## src/rtl/k12a_loader.sv

```systemverilog
// Boot loader: holds the CPU in reset, streams source bytes into memory from LOAD_BASE upward
// with a setup/strobe/hold write cycle per byte, then releases the CPU.
module k12a_loader #(
    parameter logic [15:0] LOAD_BASE      = 16'h0000,
    parameter int          QUIESCE_CYCLES = 2
) (
    input  logic        cpu_clock,
    input  logic        reset_n,
    input  logic        load_req,
    input  logic        byte_valid,
    input  logic [7:0]  byte_data,
    output logic        byte_ready,
    output logic        cpu_reset_n,
    output logic        mem_enable,
    output logic        mem_write,
    output logic [15:0] mem_addr,
    output logic [7:0]  mem_data,
    output logic        async_write,
    output logic        busy,
    output logic        overflow,
    output logic [15:0] count
);

    typedef enum logic [2:0] {
        IDLE,
        QUIESCE,
        READY,
        SETUP,
        STROBE,
        HOLD,
        RELEASE
    } state_t;

    state_t      state, state_nx;
    logic [15:0] qcnt;
    logic [7:0]  data_q;

    // control strobes from the FSM to the datapath
    logic start, qdec, accept, advance;
    logic bus_phase, strobe_phase;

    always_ff @(posedge cpu_clock or negedge reset_n) begin
        if (!reset_n) state <= IDLE;
        else          state <= state_nx;
    end

    always_comb begin
        state_nx     = state;
        byte_ready   = 1'b0;
        cpu_reset_n  = 1'b0;
        busy         = 1'b1;
        bus_phase    = 1'b0;
        strobe_phase = 1'b0;
        start        = 1'b0;
        qdec         = 1'b0;
        accept       = 1'b0;
        advance      = 1'b0;
        case (state)
            IDLE: begin
                cpu_reset_n = 1'b1;
                busy        = 1'b0;
                if (load_req) begin
                    state_nx = QUIESCE;
                    start    = 1'b1;
                end
            end
            QUIESCE: begin
                if (!load_req)      state_nx = RELEASE;
                else if (qcnt == '0) state_nx = READY;
                else                qdec     = 1'b1;
            end
            READY: begin
                byte_ready = load_req;
                if (!load_req) state_nx = RELEASE;
                else if (byte_valid) begin
                    accept   = 1'b1;
                    state_nx = SETUP;
                end
            end
            SETUP: begin
                bus_phase = 1'b1;
                state_nx  = STROBE;
            end
            STROBE: begin
                bus_phase    = 1'b1;
                strobe_phase = 1'b1;
                state_nx     = HOLD;
            end
            // a request drop mid-write is noticed back in READY, so the write always finishes
            HOLD: begin
                bus_phase = 1'b1;
                advance   = 1'b1;
                state_nx  = READY;
            end
            RELEASE: begin
                cpu_reset_n = 1'b1;
                state_nx    = IDLE;
            end
            default: begin
                cpu_reset_n = 1'b1;
                busy        = 1'b0;
                state_nx    = IDLE;
            end
        endcase

        // once the address has wrapped, bytes are still consumed but never reach memory
        mem_enable  = bus_phase & ~overflow;
        mem_write   = bus_phase & ~overflow;
        async_write = strobe_phase & ~overflow;
        mem_data    = mem_enable ? data_q : 8'h00;
    end

    always_ff @(posedge cpu_clock or negedge reset_n) begin
        if (!reset_n) begin
            qcnt     <= '0;
            data_q   <= '0;
            mem_addr <= LOAD_BASE;
            count    <= '0;
            overflow <= 1'b0;
        end else begin
            if (start) begin
                qcnt     <= 16'(QUIESCE_CYCLES - 1);
                mem_addr <= LOAD_BASE;
                count    <= '0;
                overflow <= 1'b0;
            end
            if (qdec)   qcnt   <= qcnt - 16'd1;
            if (accept) data_q <= byte_data;
            if (advance) begin
                mem_addr <= mem_addr + 16'd1;
                if (count != 16'hFFFF)    count    <= count + 16'd1;
                if (mem_addr == 16'hFFFF) overflow <= 1'b1;
            end
        end
    end

endmodule
```

## config.mk

```make
export PLATFORM = sky130hd
export DESIGN_NAME = k12a_loader
export DESIGN_NICKNAME = d
export VERILOG_FILES = /design/src/rtl/k12a_loader.sv
export SDC_FILE = /design/constraint.sdc
export NUM_CORES = 1
export LEC_CHECK = 0
export CAP_MARGIN = 20
export CELL_PAD_IN_SITES_DETAIL_PLACEMENT = 0
export CELL_PAD_IN_SITES_GLOBAL_PLACEMENT = 1
export CORE_AREA = 2 2 128 93
export DETAILED_ROUTE_END_ITERATION = 6
export DIE_AREA = 0 0 130 95
export GPL_TIMING_DRIVEN = 1
export PLACE_DENSITY = 0.68
export SYNTH_ARGS = -nofsm -noshare
export SYNTH_HDL_FRONTEND = slang
export SYNTH_SLANG_ARGS = --single-unit
```

## constraint.sdc

```tcl
create_clock -name cpu_clock -period 2.1 [get_ports cpu_clock]
set_clock_uncertainty 0.15 [all_clocks]
set_input_delay 0.42 -clock cpu_clock [delete_from_list [all_inputs] [get_ports cpu_clock]]
set_output_delay 0.42 -clock cpu_clock [all_outputs]
set_load 0.03 [all_outputs]
```

==> results of run 1 <==
[per-layer routing]
| metal | GRT usage (%) | up-vias | share of wire [%] |
|---|---|---|---|
| met2 | 22.1 | 79 | 42 |
| li1 | - | 1482 | - |
| met5 | 0 | - | 0 |
| met1 | 22.6 | 1449 | 52 |
| met4 | 5.29 | 0 | 1.3 |
| met3 | 4.70 | 10 | 4.9 |
[power groups by stage]
stage          Clock (W)  Sequential (W)  Combinational, W
5_1_grt          0.00146         0.00180           0.00340
4_1_cts          0.00141         0.00174           0.00288
3_5_place_dp           0         0.00175           0.00280
6_report         0.00137         0.00175           0.00313
3_3_place_gp           0         0.00174           0.00277
2_1_floorplan          0         0.00186           0.00149
[critical path, delay by kind of cell (launching register included)]
family	cells	cell delay, ns
and+or+nand+nor	3	0.50
buffers and inverters	1	0.13
AOI/OAI and AO/OA	1	0.24
DFF	1	0.45
[placed cells by master, fill, tap and decap left out, types with 6 or more instances in the layout]
cell type and n:
sky130_fd_sc_hd__inv_1 14, sky130_fd_sc_hd__nor2_1 18, sky130_fd_sc_hd__dfrtp_1 57, sky130_fd_sc_hd__nor3_1 14
sky130_fd_sc_hd__clkdlybuf4s50_1 34, sky130_fd_sc_hd__buf_6 11, sky130_fd_sc_hd__dlymetal6s2s_1 8, sky130_fd_sc_hd__mux2_2 8
sky130_fd_sc_hd__nand3_1 20, sky130_fd_sc_hd__a221o_1 6, sky130_fd_sc_hd__nor4_1 7, sky130_fd_sc_hd__and2_4 8
sky130_fd_sc_hd__buf_4 47, sky130_fd_sc_hd__mux2i_1 24, sky130_fd_sc_hd__o211ai_1 12, sky130_fd_sc_hd__nand4_1 6
sky130_fd_sc_hd__o21ai_0 18, sky130_fd_sc_hd__nand2_1 36, sky130_fd_sc_hd__clkbuf_16 9, sky130_fd_sc_hd__and3_1 10
[state kept, by name, indices dropped and copies added (netlist names)]
name / cells
count: 16
overflow: 1
state: 3
data_q: 8
mem_addr: 16
qcnt: 16
[kinds of logic (layout without fill, tap and decap cells)]
kind of cell | Yosys count | in the layout | synth area share, %
buf+inv | 29 | 134 | 3.62
fa+ha+maj | 4 | 4 | 1.45
xor+xnor | 1 | 1 | 0.267
simple gates | 150 | 151 | 24.5
mux | 32 | 32 | 10.1
compound gates | 67 | 67 | 14.3
flops | 60 | 60 | 45.8
[cell type report]
cell class              instances  area share [%]
well taps                     157            4.13
multi-input cells             255            36.8
flip-flops and latches         60            31.6
repair buffers                106            20.6
inverters                      14            1.10
clock inverters                 2           0.210
clock buffers                  12            5.60
[stage by stage]
stage / worst slack, ns / hold WS (ns) / cell area [um^2] / utilization [%]
floorplan: 0.0212 / -0.0256 / 3290 / -
global placement: -0.308 / 0.253 / 4310 / 38.2
detailed placement: -0.308 / 0.254 / 4310 / 38.2
CTS: -0.100 / 0.348 / 4630 / 41.1
global route: -0.165 / 0.373 / 4760 / 42.2
finish: -0.124 / 0.346 / 4760 / 42.2
[worst max-delay path by stage]
stage	to	slack, ns	depth (start not counted)
5_1_grt	mem_data[6]	-0.17	5
3_5_place_dp	mem_addr[2]	-0.31	5
6_report	mem_data[0]	-0.12	5
4_1_cts	mem_data[6]	-0.1	6
3_3_place_gp	mem_addr[4]	-0.31	5
2_1_floorplan	qcnt[7]	0.02	4
[repair_timing]
action                                  CTS  global route
endpoints found under the hold margin    18             0
pin swaps                                 0            12
buffers inserted                          0             3
gates resized for setup                  16            33
endpoints found under the setup margin   16            32
hold buffers                              1             0
cloned                                    0             1
==> flow_metrics.py, run 1 <==
metrics = {
    "global_routing": {
        "via_count_of_the_first_global_routing_pass": 2859,
        "grt_max_degree": 31,
        "grt_first_pass_wirelength_um": 14800,
        "grt-ovfl-total": 0,
        "grt.total_usage_pct": 15.6,
        "initial_antenna_violation_count": 0,
    },
    "final_layout": {
        "syn2layout_area_growth_pct": 45.2,
        "fraction_of_final_layout_cells_with_drive_strength_greater_than_1_pct": 24.5,
        "final-instance-count-excl-fill": 606,
        "final.fill_count": 1108,
        "area_of_combinational_cells_with_multiple_inputs_um2": 1750,
        "diodes": 0,
        "layout.area.seq_um2": 1510,
        "final_nets": 461,
    },
    "clocking": {
        "clock_latency_ns": 0.33,
        "ctsLongestPathBuffers": 2,
        "htree_levels": 3,
        "cts_root_buf": "sky130_fd_sc_hd__clkbuf_16",
        "cts.sink_count": 60,
        "cts_buffers": 9,
        "cts.clk_slew.worst_paths_ns": 0.05,
        "cts_tree": "built",
    },
    "job": {
        "max_cap_violations": 0,
    },
    "power_and_ir_drop": {
        "power.share.clock_pct": 22.0,
        "design_power_total_w": 0.00626,
        "irDropWorstVdd_mv": 0.500,
        "ratio_of_total_power_to_cell_area_nw_per_um2": 1310,
        "power_internal_w": 0.00377,
        "leakagePower_nw": 2.24,
        "p_comb_share_pct": 50.0,
        "share_seq_of_total_power_pct": 28.0,
        "switching_share_pct": 39.7,
        "power.switching_w": 0.00249,
    },
    "worst_setup_path": {
        "first_element_of_the_critical_path": "state[1]",
        "cp.arrival_ns": 1.65,
        "critPathKind": "reg -> out",
        "reg2reg_setup_slack_ns": 0.01,
        "cp-end-kind": "output port",
        "slowest_stage_delay_on_critical_path_ns": 0.45,
        "slowest_stage": "sky130_fd_sc_hd__dfrtp_2",
        "crit_chain": "and3b_2 -> a21oi_4 -> nor2_4 -> and2_4 -> buf_6",
        "worst-endpoint-required_ns": 1.53,
        "worst_r2r_endpoint": "qcnt[7]",
        "crit_path_start_kind": "flip-flop",
        "rr_worst_depth": 4,
        "r2r-start": "qcnt[4]",
        "worst-path-max-fanout": 8,
    },
    "sta": {
        "period_needed_ns": 2.22,
        "fmax_ghz": 0.450,
        "drv_slew": 0,
        "slew_at_the_pin_with_the_worst_max_slew_slack_ns": 0.482,
        "setup_repair_after_global_routing_missed_its_margin": "yes",
        "max-slew-margin-rel_pct": 67.6,
        "final_critical_path_setup_slack_ns": -0.124,
        "min_period_over_period_pct": 106,
        "timing_hold_violations_final": 0,
        "finalSetupViolCount": 8,
        "final.setup.tns_ns": -0.895,
    },
    "synth": {
        "netlist.area_leader.share_pct": 45.8,
        "ys.flop_type": "sky130_fd_sc_hd__dfrtp_1",
        "synthTopCellsByCount": "sky130_fd_sc_hd__dfrtp_1 (60), sky130_fd_sc_hd__nand2_1 (36), sky130_fd_sc_hd__mux2i_1 (24)",
        "post_syn_nets": 358,
        "synth-seq-cells": 60,
        "synth-async-reset-ratio_pct": 100,
        "yosysUniqueCellTypes": 54,
        "synth_enable_flop_cells": 0,
        "synthesis.yosys.warnings": 0,
        "yosys-top-cells-area": "sky130_fd_sc_hd__dfrtp_1 (46%), sky130_fd_sc_hd__mux2i_1 (7.3%), sky130_fd_sc_hd__nand2_1 (4.1%)",
        "post_synthesis_instance_area_um2": 3280,
        "synth_sequential_area_ratio_pct": 45.8,
        "syn_inst": 343,
        "post_synth.cell_area_avg_um2": 9.56,
        "synthMostInstantiatedCell": "sky130_fd_sc_hd__dfrtp_1",
        "synth_top_cell_by_area": "sky130_fd_sc_hd__dfrtp_1",
    },
    "detailed_routing": {
        "wirelength_um": 9280,
        "num_vias": 3020,
        "drc": 0,
        "drt.antenna.violating_nets": 0,
        "post_drt_via_cell_ratio": 4.98,
        "detail_route.wl_per_cell_um": 15.3,
        "first_pass_iters": 4,
        "drt_iter0_drc": 110,
    },
    "floorplan": {
        "num_rows": 33,
        "core_area_um2": 11300,
        "top_level_ports": 59,
        "die_width_um": 130,
        "starting_density_of_the_core_pct": 29.1,
        "die_area_um2": 12400,
        "die_h_um": 95,
    },
    "placed_design": {
        "numPortBuffers": 58,
        "dp.final_hpwl_um": 6630,
        "globalplace.congestion": 0.811,
        "post-place-cells": 587,
    },
    "run_status": {
        "status": "complete, but fails checks",
        "failed_checks": "negative setup slack",
    },
    "worst_hold_path": {
        "hold-path-endpoint": "count[7]",
        "timing.hold.worst.class": "reg -> reg",
        "worstHoldPathCells": 1,
        "worst_hold_startpoint": "count[7]",
    },
}
Power figures use the tool's default switching activity.
==> run 2: changes to the inputs <==
--- a/config.mk
+++ b/config.mk
@@ -8,11 +8,11 @@
 export CAP_MARGIN = 20
 export CELL_PAD_IN_SITES_DETAIL_PLACEMENT = 0
 export CELL_PAD_IN_SITES_GLOBAL_PLACEMENT = 1
-export CORE_AREA = 2 2 128 93
+export CORE_AREA = 2 2 118 85
 export DETAILED_ROUTE_END_ITERATION = 6
-export DIE_AREA = 0 0 130 95
+export DIE_AREA = 0 0 120 87
 export GPL_TIMING_DRIVEN = 1
-export PLACE_DENSITY = 0.68
+export PLACE_DENSITY = 0.78
 export SYNTH_ARGS = -nofsm -noshare
 export SYNTH_HDL_FRONTEND = slang
 export SYNTH_SLANG_ARGS = --single-unit
==> run 2 against run 1 <==
The flow still finishes with violations (negative setup slack); routed wire length down 3.2%; core utilization up 9.1 points; final cell count down 4.5%; critical path depth unchanged; fmax up 0.50%; global-route usage up 2.6 points; register-to-register slack worse by 0.04 ns.
==> flow_metrics.py, run 2 (synthesis results as in run 1) <==
metrics = {
    "detailed_routing": {
        "first_pass_iters": 5,
        "drt.antenna.violating_nets": 0,
        "drt_iter0_drc": 175,
        "post_drt_via_cell_ratio": 5.31,
        "drc": 0,
        "num_vias": 3076,
        "wirelength_um": 8990,
        "detail_route.wl_per_cell_um": 15.5,
    },
    "worst_setup_path": {
        "critPathKind": "reg -> out",
        "cp.arrival_ns": 1.64,
        "cp-end-kind": "output port",
        "r2r-start": "qcnt[5]",
        "slowest_stage": "sky130_fd_sc_hd__dfrtp_2",
        "crit_path_start_kind": "flip-flop",
        "crit_chain": "and3b_2 -> a21oi_4 -> nor2_4 -> and2_4 -> buf_6",
        "worst_r2r_endpoint": "qcnt[7]",
        "reg2reg_setup_slack_ns": -0.03,
        "first_element_of_the_critical_path": "state[1]",
        "critical_path_buf_inv_count": 1,
        "crit_cells": 5,
        "worst-endpoint-required_ns": 1.53,
        "worst-path-max-fanout": 5,
        "rr_worst_depth": 4,
        "worst_setup_path_endpoint": "mem_data[2]",
        "cp_top_family": "simple AND/OR/NAND/NOR gates",
        "slowest_stage_delay_on_critical_path_ns": 0.43,
    },
    "placed_design": {
        "area_after_dpl_um2": 4240,
        "globalplace.congestion": 0.825,
        "numPortBuffers": 58,
        "dp.final_hpwl_um": 6070,
        "place_worst_setup_slack_ns": -0.257,
    },
    "floorplan": {
        "core_area_um2": 9420,
        "top_level_ports": 59,
        "die_width_um": 120,
        "starting_density_of_the_core_pct": 34.8,
        "num_rows": 30,
        "die_h_um": 87,
        "die_area_um2": 10400,
    },
    "global_routing": {
        "grt-ovfl-total": 0,
        "initial_antenna_violation_count": 0,
        "grt_first_pass_wirelength_um": 14900,
        "grt_max_degree": 61,
        "grt.total_usage_pct": 18.2,
        "via_count_of_the_first_global_routing_pass": 2880,
    },
    "sta": {
        "timing_hold_violations_final": 0,
        "period_needed_ns": 2.21,
        "setup_repair_after_global_routing_missed_its_margin": "yes",
        "min_period_over_period_pct": 105,
        "fmax_ghz": 0.452,
        "slew_at_the_pin_with_the_worst_max_slew_slack_ns": 0.485,
        "drv_slew": 0,
        "finalSetupViolCount": 9,
        "final_critical_path_setup_slack_ns": -0.113,
        "max-slew-margin-rel_pct": 67.4,
    },
    "final_layout": {
        "final_core_util_pct": 51.3,
        "reg.largest.list": "count (16), mem_addr (16), qcnt (16)",
        "layout_common_cells": "sky130_fd_sc_hd__dfrtp_1 (56), sky130_fd_sc_hd__buf_4 (46), sky130_fd_sc_hd__nand2_1 (36), sky130_fd_sc_hd__clkdlybuf4s50_1 (36), sky130_fd_sc_hd__mux2i_1 (24)",
        "fraction_of_final_layout_cells_with_drive_strength_greater_than_1_pct": 25.9,
        "final_nets": 461,
        "mostFrequentLayoutCell": "sky130_fd_sc_hd__dfrtp_1",
        "fin_area_um2": 4840,
        "diodes": 0,
        "syn2layout_area_growth_pct": 47.4,
    },
    "clocking": {
        "cts_buffers": 9,
        "cts_root_buf": "sky130_fd_sc_hd__clkbuf_16",
        "cts.sink_count": 60,
        "cts.clk_slew.worst_paths_ns": 0.05,
        "cts_tree": "built",
        "ctsLongestPathBuffers": 2,
        "htree_levels": 3,
        "clock_latency_ns": 0.33,
    },
    "worst_hold_path": {
        "timing.hold.worst.class": "reg -> reg",
    },
    "power_and_ir_drop": {
        "irDropWorstVdd_mv": 0.808,
        "design_power_total_w": 0.00667,
        "ratio_of_total_power_to_cell_area_nw_per_um2": 1380,
        "leakagePower_nw": 2.24,
    },
    "run_status": {
        "status": "complete, but fails checks",
        "failed_checks": "negative setup slack",
    },
    "job": {
        "max_cap_violations": 0,
    },
}
## run 2: cell types whose count changed in the layout (fill, tap and decap cells not counted), sizes merged
cell / delta
clkdlybuf4s50: +2
bufinv: +3
dlymetal6s2s: -3
clkinv: -1
buf: +1
## run 2: worst min path at each step
| stage | from | end | slack, ns | cells past startpoint |
|---|---|---|---|---|
| CTS | data_q[6] | data_q[6] | 0.35 | 1 |
| global route | data_q[5] | data_q[5] | 0.39 | 1 |
| detailed placement | reset_n | data_q[2] | 0.31 | 2 |
| finish | data_q[6] | data_q[6] | 0.35 | 1 |
| global placement | reset_n | data_q[2] | 0.31 | 2 |
| floorplan | reset_n | count[0] | -0.03 | 0 |
## run 2: per-stage QoR
step	instances	TNS (ns)	hold WS, ns
floorplan	343	0	-0.0256
global placement	554	-4.57	0.311
detailed placement	554	-5.93	0.309
CTS	579	-0.370	0.346
global route	579	-1.39	0.386
finish	579	-0.880	0.353
## run 2: layout make-up
cell class,instances,area (um^2)
fillers,867,4580
clock buffers,12,256
repair buffers,106,982
inverters,14,52.6
clock inverters,4,95.1
well taps,128,160
multi-input cells,255,1780
flip-flops and latches,60,1510
## run 2: what timing repair did
action,CTS,global route
hold endpoints to repair,60,0
endpoints found under the setup margin,18,36
pin swaps,9,13
cloned,1,0
buffers inserted,7,0
hold buffers,1,0
resized for setup,24,34
## run 2: routing by layer
layer / track usage, % / share of wire, %
met1: 26.3 / 49
met5: 0 / 0
met2: 26.4 / 43
met3: 5.56 / 6.4
met4: 4.92 / 1.2
## run 2: power by group
part / total [W] / switching, W / internal [W]
registers: 0.00176 / 0.000302 / 0.00146
clock network: 0.00173 / 0.000511 / 0.00122
logic: 0.00318 / 0.00171 / 0.00147
==> run 3: changes to the inputs <==
--- a/config.mk
+++ b/config.mk
@@ -11,6 +11,7 @@
 export CORE_AREA = 2 2 118 85
 export DETAILED_ROUTE_END_ITERATION = 6
 export DIE_AREA = 0 0 120 87
+export GPL_ROUTABILITY_DRIVEN = 0
 export GPL_TIMING_DRIVEN = 1
 export PLACE_DENSITY = 0.78
 export SYNTH_ARGS = -nofsm -noshare
==> results of run 3 <==
The final DEF is identical to that of run 2; final timing and power are the same.
